<file path="src/rtl/divider_mem_ctrl_p_if.sv">
// Bus bundle for divider_mem_ctrl_p: batch read input, divider lanes and the
// scratch-memory write channel. master = controller side, slave = environment side.
interface divider_mem_ctrl_p_if #(
    parameter int LANES = 8,
    parameter int DW    = 32,
    parameter int MEM_W = 128
);
    localparam int LPL    = MEM_W / DW;
    localparam int NLINES = (LANES + LPL - 1) / LPL;
    localparam int LW     = (NLINES > 1) ? $clog2(NLINES) : 1;

    logic                rd_data_rdy;
    logic [LANES*DW-1:0] rd_data;
    logic                div_start;
    logic [LANES*DW-1:0] div_operand;
    logic [LANES-1:0]    div_done;
    logic [LANES*DW-1:0] div_value;
    logic                wt_valid;
    logic                wt_ready;
    logic [LW-1:0]       wt_line;
    logic [MEM_W-1:0]    wt_data;

    modport master (
        input  rd_data_rdy, rd_data, div_done, div_value, wt_ready,
        output div_start, div_operand, wt_valid, wt_line, wt_data
    );

    modport slave (
        output rd_data_rdy, rd_data, div_done, div_value, wt_ready,
        input  div_start, div_operand, wt_valid, wt_line, wt_data
    );
endinterface

</file>
<file path="src/rtl/divider_mem_ctrl_p.sv">
// Lane controller: captures one operand batch, fans it out to LANES dividers, gathers
// quotients in any order and writes them back as MEM_W-wide lines. Option: DIV_TIMEOUT_EN.
module divider_mem_ctrl_p #(
    parameter int LANES  = 8,
    parameter int DW     = 32,
    parameter int MEM_W  = 128,
    parameter int WR_GAP = 2,
    parameter int TMO    = 1023
) (
    input  logic                 clk,
    input  logic                 reset,
    input  logic                 enable,
    divider_mem_ctrl_p_if.master bus,
    output logic                 busy,
    output logic                 batch_done,
    output logic                 rd_overrun,
    output logic                 timeout_err
);
    localparam int LPL    = MEM_W / DW;
    localparam int NLINES = (LANES + LPL - 1) / LPL;
    localparam int LW     = (NLINES > 1) ? $clog2(NLINES) : 1;

    if (LANES < 1 || LPL < 1 || (MEM_W % DW) != 0) begin : g_bad_geometry
        $error("divider_mem_ctrl_p: illegal LANES/DW/MEM_W combination");
    end
    if (WR_GAP < 0 || WR_GAP > 15 || TMO < 1 || TMO > 1023) begin : g_bad_timing
        $error("divider_mem_ctrl_p: WR_GAP or TMO out of range");
    end

    typedef enum logic [2:0] {
        S_IDLE, S_LOAD, S_WAIT, S_WRITE, S_GAP, S_DONE
    } state_t;

    state_t                  state, state_nxt;
    logic [LANES-1:0]        mask;
    logic [LANES*DW-1:0]     operand_q;
    logic [LANES*DW-1:0]     result_q;
    logic [NLINES*MEM_W-1:0] result_pad;
    logic [LW-1:0]           line;
    logic [3:0]              gap_cnt;
    logic                    acc_pend;
    logic                    mask_full;
    logic                    last_line;
    logic                    gap_end;
    logic                    accept;
    logic                    tmo_hit;

    assign mask_full = &(mask | bus.div_done);
    assign last_line = (line == LW'(NLINES - 1));
    assign gap_end   = (gap_cnt == 4'(WR_GAP - 1));
    // A line accepted while frozen is remembered so it is neither re-offered nor lost.
    assign accept    = bus.wt_ready | acc_pend;

    always_ff @(posedge clk or negedge reset) begin
        // NOTE: sequential state uses non-blocking assignments so every flop samples
        // pre-edge values regardless of statement order.
        if (!reset) state <= S_IDLE;
        else        state <= state_nxt;
    end

    always_comb begin
        // NOTE: default assignment first so no path leaves state_nxt unassigned (no latch).
        state_nxt = state;
        if (enable) begin
            unique case (state)
                S_IDLE:  if (bus.rd_data_rdy) state_nxt = S_LOAD;
                S_LOAD:  state_nxt = S_WAIT;
                S_WAIT:  if (mask_full || tmo_hit) state_nxt = S_WRITE;
                S_WRITE: if (accept) begin
                    if (WR_GAP > 0)     state_nxt = S_GAP;
                    else if (last_line) state_nxt = S_DONE;
                    else                state_nxt = S_WRITE;
                end
                S_GAP:   if (gap_end) state_nxt = last_line ? S_DONE : S_WRITE;
                S_DONE:  state_nxt = S_IDLE;
                default: state_nxt = S_IDLE;
            endcase
        end
    end

    always_comb begin
        busy          = (state != S_IDLE);
        batch_done    = (state == S_DONE) && enable;
        bus.div_start = (state == S_LOAD) && enable;
        bus.wt_valid  = (state == S_WRITE) && !acc_pend;
    end

    always_ff @(posedge clk or negedge reset) begin
        // NOTE: result registers are reset (not left uninitialised like a RAM) because
        // wt_data exposes them directly and must read 0 out of reset.
        if (!reset) begin
            operand_q  <= '0;
            result_q   <= '0;
            mask       <= '0;
            line       <= '0;
            gap_cnt    <= '0;
            acc_pend   <= 1'b0;
            rd_overrun <= 1'b0;
        end else begin
            if (!enable && state == S_WRITE && bus.wt_ready) acc_pend <= 1'b1;
            if (enable) begin
                if (state != S_IDLE && bus.rd_data_rdy) rd_overrun <= 1'b1;
                unique case (state)
                    S_IDLE: if (bus.rd_data_rdy) begin
                        operand_q  <= bus.rd_data;
                        result_q   <= '0;
                        mask       <= '0;
                        line       <= '0;
                        rd_overrun <= 1'b0;
                    end
                    S_WAIT: begin
                        for (int i = 0; i < LANES; i++) begin
                            if (bus.div_done[i] && !mask[i])
                                result_q[i*DW +: DW] <= bus.div_value[i*DW +: DW];
                        end
                        mask <= mask | bus.div_done;
                    end
                    S_WRITE: if (accept) begin
                        acc_pend <= 1'b0;
                        gap_cnt  <= '0;
                        if (WR_GAP == 0 && !last_line) line <= line + LW'(1);
                    end
                    S_GAP: begin
                        if (gap_end) begin
                            gap_cnt <= '0;
                            if (!last_line) line <= line + LW'(1);
                        end else begin
                            gap_cnt <= gap_cnt + 4'd1;
                        end
                    end
                    default: ;
                endcase
            end
        end
    end

`ifdef DIV_TIMEOUT_EN
    logic [9:0] tmo_cnt;

    assign tmo_hit = (state == S_WAIT) && !mask_full && (tmo_cnt == 10'(TMO - 1));

    always_ff @(posedge clk or negedge reset) begin
        if (!reset) begin
            tmo_cnt     <= '0;
            timeout_err <= 1'b0;
        end else if (enable) begin
            if (state == S_IDLE && bus.rd_data_rdy) timeout_err <= 1'b0;
            if (state == S_LOAD)      tmo_cnt <= '0;
            else if (state == S_WAIT) tmo_cnt <= tmo_cnt + 10'd1;
            // Missing lanes keep their cleared (zero) result value.
            if (tmo_hit) timeout_err <= 1'b1;
        end
    end
`else
    assign tmo_hit     = 1'b0;
    assign timeout_err = 1'b0;
`endif

    // Unused lanes of the last line read as zero through the padding.
    always_comb begin
        result_pad                 = '0;
        result_pad[LANES*DW-1:0]   = result_q;
        bus.wt_data                = '0;
        for (int k = 0; k < NLINES; k++) begin
            if (line == LW'(k)) bus.wt_data = result_pad[k*MEM_W +: MEM_W];
        end
    end

    assign bus.wt_line     = line;
    assign bus.div_operand = operand_q;
endmodule
</file>
<file path="src/flat_wrapper.sv">
// flat-port wrapper written by rule: the top's interface ports become plain ports
module divider_mem_ctrl_p_flat 
#(
    parameter int LANES  = 8,
    parameter int DW     = 32,
    parameter int MEM_W  = 128,
    parameter int WR_GAP = 2,
    parameter int TMO    = 1023
)
  (clk, reset, enable, busy, batch_done, rd_overrun, timeout_err, bus_rd_data_rdy, bus_rd_data, bus_div_done, bus_div_value, bus_wt_ready, bus_div_start, bus_div_operand, bus_wt_valid, bus_wt_line, bus_wt_data);
  divider_mem_ctrl_p_if #(.LANES(LANES), .DW(DW), .MEM_W(MEM_W)) bus_i ();
  input  logic clk;
  input  logic reset;
  input  logic enable;
  output logic busy;
  output logic batch_done;
  output logic rd_overrun;
  output logic timeout_err;
  input wire logic [$bits(bus_i.rd_data_rdy)-1:0] bus_rd_data_rdy;
  input wire logic [$bits(bus_i.rd_data)-1:0] bus_rd_data;
  input wire logic [$bits(bus_i.div_done)-1:0] bus_div_done;
  input wire logic [$bits(bus_i.div_value)-1:0] bus_div_value;
  input wire logic [$bits(bus_i.wt_ready)-1:0] bus_wt_ready;
  output wire logic [$bits(bus_i.div_start)-1:0] bus_div_start;
  output wire logic [$bits(bus_i.div_operand)-1:0] bus_div_operand;
  output wire logic [$bits(bus_i.wt_valid)-1:0] bus_wt_valid;
  output wire logic [$bits(bus_i.wt_line)-1:0] bus_wt_line;
  output wire logic [$bits(bus_i.wt_data)-1:0] bus_wt_data;
  assign bus_i.rd_data_rdy = bus_rd_data_rdy;
  assign bus_i.rd_data = bus_rd_data;
  assign bus_i.div_done = bus_div_done;
  assign bus_i.div_value = bus_div_value;
  assign bus_i.wt_ready = bus_wt_ready;
  assign bus_div_start = bus_i.div_start;
  assign bus_div_operand = bus_i.div_operand;
  assign bus_wt_valid = bus_i.wt_valid;
  assign bus_wt_line = bus_i.wt_line;
  assign bus_wt_data = bus_i.wt_data;
  divider_mem_ctrl_p #(.LANES(LANES), .DW(DW), .MEM_W(MEM_W), .WR_GAP(WR_GAP), .TMO(TMO)) u_core (.clk(clk), .reset(reset), .enable(enable), .bus(bus_i), .busy(busy), .batch_done(batch_done), .rd_overrun(rd_overrun), .timeout_err(timeout_err));
endmodule
</file>
<file path="config.mk">
export PLATFORM = sky130hd
export DESIGN_NAME = divider_mem_ctrl_p_flat
export DESIGN_NICKNAME = d
export VERILOG_FILES = /design/src/rtl/divider_mem_ctrl_p_if.sv /design/src/rtl/divider_mem_ctrl_p.sv /design/src/flat_wrapper.sv
export SDC_FILE = /design/constraint.sdc
export NUM_CORES = 1
export LEC_CHECK = 0
export ABC_AREA = 0
export BUFFER_PORTS_ARGS = -buffer_cell sky130_fd_sc_hd__buf_4
export CAP_MARGIN = 40
export CORE_AREA = 5 5 350 352
export CTS_CLUSTER_SIZE = 12
export DETAILED_ROUTE_END_ITERATION = 7
export DIE_AREA = 0 0 355 357
export GPL_TIMING_DRIVEN = 0
export HOLD_SLACK_MARGIN = 0.03
export PLACE_DENSITY = 0.48
export SLEW_MARGIN = 30
export SYNTH_ARGS = -nofsm -noshare
export SYNTH_HDL_FRONTEND = slang
export SYNTH_SLANG_ARGS = --single-unit
</file>
<file path="constraint.sdc">
create_clock -name clk -period 1.7 [get_ports clk]
set_input_delay 0.17 -clock clk [delete_from_list [all_inputs] [get_ports clk]]
set_output_delay 0.17 -clock clk [all_outputs]
set_load 0.02 [all_outputs]
</file>
# Word level (Yosys, flattened, before mapping)
# Index checks and enable logic that the tools add are counted.
# word_totals
inputBits,525
word_cells,113
regBits,530
out_inout_bits,391
# classes
bitwise_logic,2
muxes,33
addsub,2
reduce_logical,43
eq_ne,18
# ops
cell,n
256-bit case mux with 2 select lines,1
256-bit 2-to-1 mux,1
32-bit 2-to-1 mux,8
128-bit 2-to-1 mux,1
4-bit AND reduction,9
2-bit by 1-bit inequality test with 1-bit output (second input constant),11
8-bit case mux with 2 select lines,1
3-bit 2-to-1 mux,5
3-bit case mux with 5 select lines,1
1-bit logical AND,14
1-bit logical NOT,10
1-bit 2-to-1 mux,10
3-bit AND reduction,3
4-bit 2-to-1 mux,2
8-bit 2-to-1 mux,1
8-bit OR,1
4-bit case mux with 2 select lines,1
8-bit AND reduction,1
3-bit by 2-bit == test with 1-bit output (second input constant),2
3-bit == test (second input constant),2
2-bit nonzero test,3
5-bit AND reduction,1
4-bit by 1-bit adder with 4-bit output (second input constant),1
4-bit by 1-bit == test with 1-bit output (second input constant),1
7 further kinds,7

# Longest topological paths before layout
# depth
word_depth,7
depth_mapped,7

# Worst setup path before layout
# OpenSTA, ideal clock, no wires.
# synth_timing
path_type,reg-to-reg
start,reg u_core.state[2]
end,"reg u_core.operand_q[214], in the netlist u_core.bus.div_operand[214]"
stages_incl_launch_ff,8
arrival_time_ps,1740
t_required_ps,1575
setup_slack_ps,-165
setup_ps,125
cell_sequence,dfrtp_1 -> buf_4 -> inv_1 -> nand2_1 -> nor2_1 -> buf_2 -> buf_2 -> mux2_2
# synth_via
elab_chain_len,2
# synth_rtl
item,line_no,text
"start, declared",divider_mem_ctrl_p.sv:34,"state_t state, state_nxt;"
"start signal, assigned",divider_mem_ctrl_p.sv:58,else state <= state_nxt;
3-bit logical NOT,divider_mem_ctrl_p.sv:103,unique case (state)
3-bit AND reduction (no line),--,
"end signal, assigned",divider_mem_ctrl_p.sv:105,operand_q <= bus.rd_data;
"end, declared",divider_mem_ctrl_p.sv:36,logic [LANES*DW-1:0] operand_q;
# No other way between the ends.
# A chain may end at the register's enable or synchronous reset.

# Worst setup path in the final report
# layout_timing
start,"reg u_core.line, in the netlist u_core.bus.wt_line"
end,out bus_wt_data[99]
# layout_via
elab_chain_len,1
# layout_rtl
item,line_no,text
"start, declared",divider_mem_ctrl_p.sv:39,logic [LW-1:0] line;
"start signal, assigned",divider_mem_ctrl_p.sv:121,if (WR_GAP == 0 && !last_line) line <= line + LW'(1);
"start signal, assigned",divider_mem_ctrl_p.sv:126,if (!last_line) line <= line + LW'(1);
128-bit 2-to-1 mux,divider_mem_ctrl_p.sv:165,if (line == LW'(k)) bus.wt_data = result_pad[k*MEM_W +: MEM_W];
"end, declared",flat_wrapper.sv:28,output wire logic [$bits(bus_i.wt_data)-1:0] bus_wt_data;
# No other way between the ends.

==> run summary <==
routed length on met1 - 50.7 mm
maximum root-to-sink buffer count - 3
Initial Util - 0.186
Power Dens Cells - 1850 nW/um2
TritonCTS Buffers - 67
Final ANT Viol Nets - 0
Worst setup EP type - output port
Vias/cell - 4.13
Core Rows - 127
switching part of the total power - 0.387
Highest Clock Rate - 446 MHz
DR vias - 21500
met3 WL - 6.68 mm
DRC - 0
setup ws final - -541 ps
final period utilization - 1.32
Crit Path Category - flip-flop to output port
Die H - 357 um
DRT iter0 DRCs - 1088
placed instance area - 31200 um2
initial antenna violation count - 28
routed len/inst - 22.3 um
Switch Pwr - 32.5 mW
failing checks - setup timing
Pleak - 21.1 nW
fin nets - 4139
Pwr Total - 84.0 mW
Slew Limit Fails - 0
Max VDD drop - 0.972 mV
vias in the first global route - 22900
mapped cell area - 22100 um2
final hold vios - 0
die width - 355 um
Comb power frac - 0.568
Synth Area per Inst - 11.6 um2
Worst R2R Setup Slack - -330 ps
Final Skew - 17.4 ps
Top FF cell, synth - dfrtp_1
post-synthesis sequential area ratio - 0.600
CTS tree - yes
commonest cells after routing, fill and taps aside - buf_4 (852), dfrtp_1 (528), dlygate4sd3_1 (525)
minimum hold slack - 9.68 ps
worst-path maximum fanout - 8
Crit path arrival time - 2070 ps
register share of total power - 0.256
Slew Limit Headroom - 0.636
clk slew on worst S/H paths - 60 ps
number of synthesized register bits - 530
Synthesized Nets - 2436
Crit path max-delay family - buffers and inverters
area occupied by multi-input gates - 9710 um2
drt pass-1 iters - 6
worst path required time - 1530 ps
GRT Total Usage - 0.168
routability congestion estimate - 0.836
Final Setup Violations - 650
max capacitance violation total - 0
crit-path cells - buf_12 > clkbuf_16 > clkbuf_16 > mux2_4 > buf_6
unrepaired setup endpoints after global routing - true
Worst-Skew Late Latency - 620 ps
Setup TNS - -179320 ps
synth unique cells - 41
crit path launch - u_core.bus.wt_line$_DFFE_PN0P_
total die area - 127000 um2
min-delay worst type - input pin to async pin
Area Overhead vs Synth - 105%
Post-synth EDFFs - 0
first-pass GRT wire length - 159 mm
status - finished with violations
total of fill cells in the finished design - 11500
worst reg2reg path startpoint - u_core.state[1]$_DFFE_PN0P_
final wirelength - 116 mm
CP bufs+invs - 4
uppermost layer routed - met5
Int Pwr - 51.5 mW
Synth Warn # - 0
Syn Inst Count - 1909
Period minus WS final - 2240 ps
core area - 119000 um2
metal2 WL - 55.8 mm
max incr delay on CP - 460 ps
CTS H-tree lvls - 3
Root Buffer - clkbuf_16
FF/Latch Area - 13300 um2
post-DP HPWL - 82.1 mm
layout cells sized above 1 - 0.526
# IOs - 916
CTS Sinks - 530
Worst setup SP type - flip-flop
commonest non-fill, non-tap cell in the layout - buf_4
Buffers on Ports - 914
Clock Power Share - 0.176
pin count of the biggest net entering global routing - 77
finished layout cell area - 45300 um2
pre-CTS setup slack - -1100 ps
crit-path most repeated cell - clkbuf_16
total grt overflow - 0
asr flop ratio synth - 1.00
Slowest-stage cell, CP - dfrtp_2
slew at the pin closest to its max-slew limit - 546 ps
==> state kept, by name, summed over array words and instances (netlist names), named ones only <==
| name | count |
|---|---|
| u_core.result_pad | 256 |
| u_core.acc_pend | 1 |
| u_core.bus.div_operand | 256 |
| u_core.mask | 8 |
| u_core.bus.wt_line | 1 |
| u_core.gap_cnt | 4 |
| u_core.state | 3 |
==> cell families (layout without fill, tap and decap cells) <==
kind of cell | count (synthesis) | in the layout | share of synthesized area
flops | 530 | 530 | 0.600
fa+ha+maj | 2 | 2 | 0.00113
compound gates | 296 | 296 | 0.0743
mux | 386 | 386 | 0.196
simple gates | 563 | 563 | 0.100
buf+inv | 131 | 1883 | 0.0280
other cells | 1 | 12 | 0.000170
==> synth_stat cells (3+ instances only) <==
cell      instances  area share
o21ai_1          89       0.020
o22ai_1           4      0.0011
a21oi_1          13      0.0029
nor2_1           17      0.0029
mux2_2          385        0.20
o21ai_0         173       0.039
clkbuf_1         38      0.0064
buf_2            87       0.020
buf_4             3      0.0010
nor2b_1           8      0.0023
nand2_1         515       0.087
and3_1            3     0.00085
o211ai_4          8      0.0077
dfrtp_1         530        0.60
nor3b_1           4      0.0014
==> final timing paths <==
kind	depth (start not counted)	to
worst max-delay path	5	bus_wt_data[99]
worst min-delay path	7	u_core.bus.div_operand[7]$_DFFE_PN0P_
worst min register to register	2	u_core.result_pad[51]$_DFFE_PN0P_
min in group clk	3	u_core.acc_pend$_DFF_PN0_
max in group asynchronous	11	u_core.result_pad[106]$_DFFE_PN0P_
worst max register to register	9	u_core.bus.div_operand[201]$_DFFE_PN0P_
==> power groups by stage <==
stage,clock (mW),combinational (mW),sequential (mW)
final,14.8,47.7,21.6
after global routing,15.6,50.3,22.2
after CTS,15.2,43.0,21.2
after detailed placement,0,32.9,21.2
after global placement,0,32.6,21.1
after floorplan,0,13.5,24.4
==> worst min-delay path: stages <==
cell and delay [ps]:
buf_8 80, buf_12 90, buf_12 90, buf_12 90, buf_12 90, buf_12 120
buf_16 270
==> layout make-up <==
cell class	instances	area share
Buffer	120	0.0436
Tap cell	1548	0.0427
Multi-Input combinational cell	1248	0.214
Antenna cell	11	0.000607
Sequential cell	530	0.293
Timing Repair Buffer	1643	0.356
Clock buffer	104	0.0452
Inverter	2	0.000221
Clock inverter	14	0.00478
==> layer usage <==
metal / vias up / global-route usage
met5: - / 0
met4: 6 / 0.0458
met3: 145 / 0.0374
met2: 704 / 0.279
met1: 10800 / 0.222
li1: 9927 / -
==> repair_timing <==
item,CTS,global route
hold buffers,530,2
gates cloned,30,39
gates resized for setup,561,589
pin swaps,54,104
buffers inserted,76,46
hold endpoints to repair,677,51
endpoints found under the setup margin,660,705
==> per-stage QoR <==
step                      instances   util
after floorplan                1909      -
after global placement         4371  0.260
after detailed placement       4384  0.262
after CTS                      5136  0.356
after global routing           5217  0.381
final                          5220  0.381
Power figures use the tool's default switching activity.
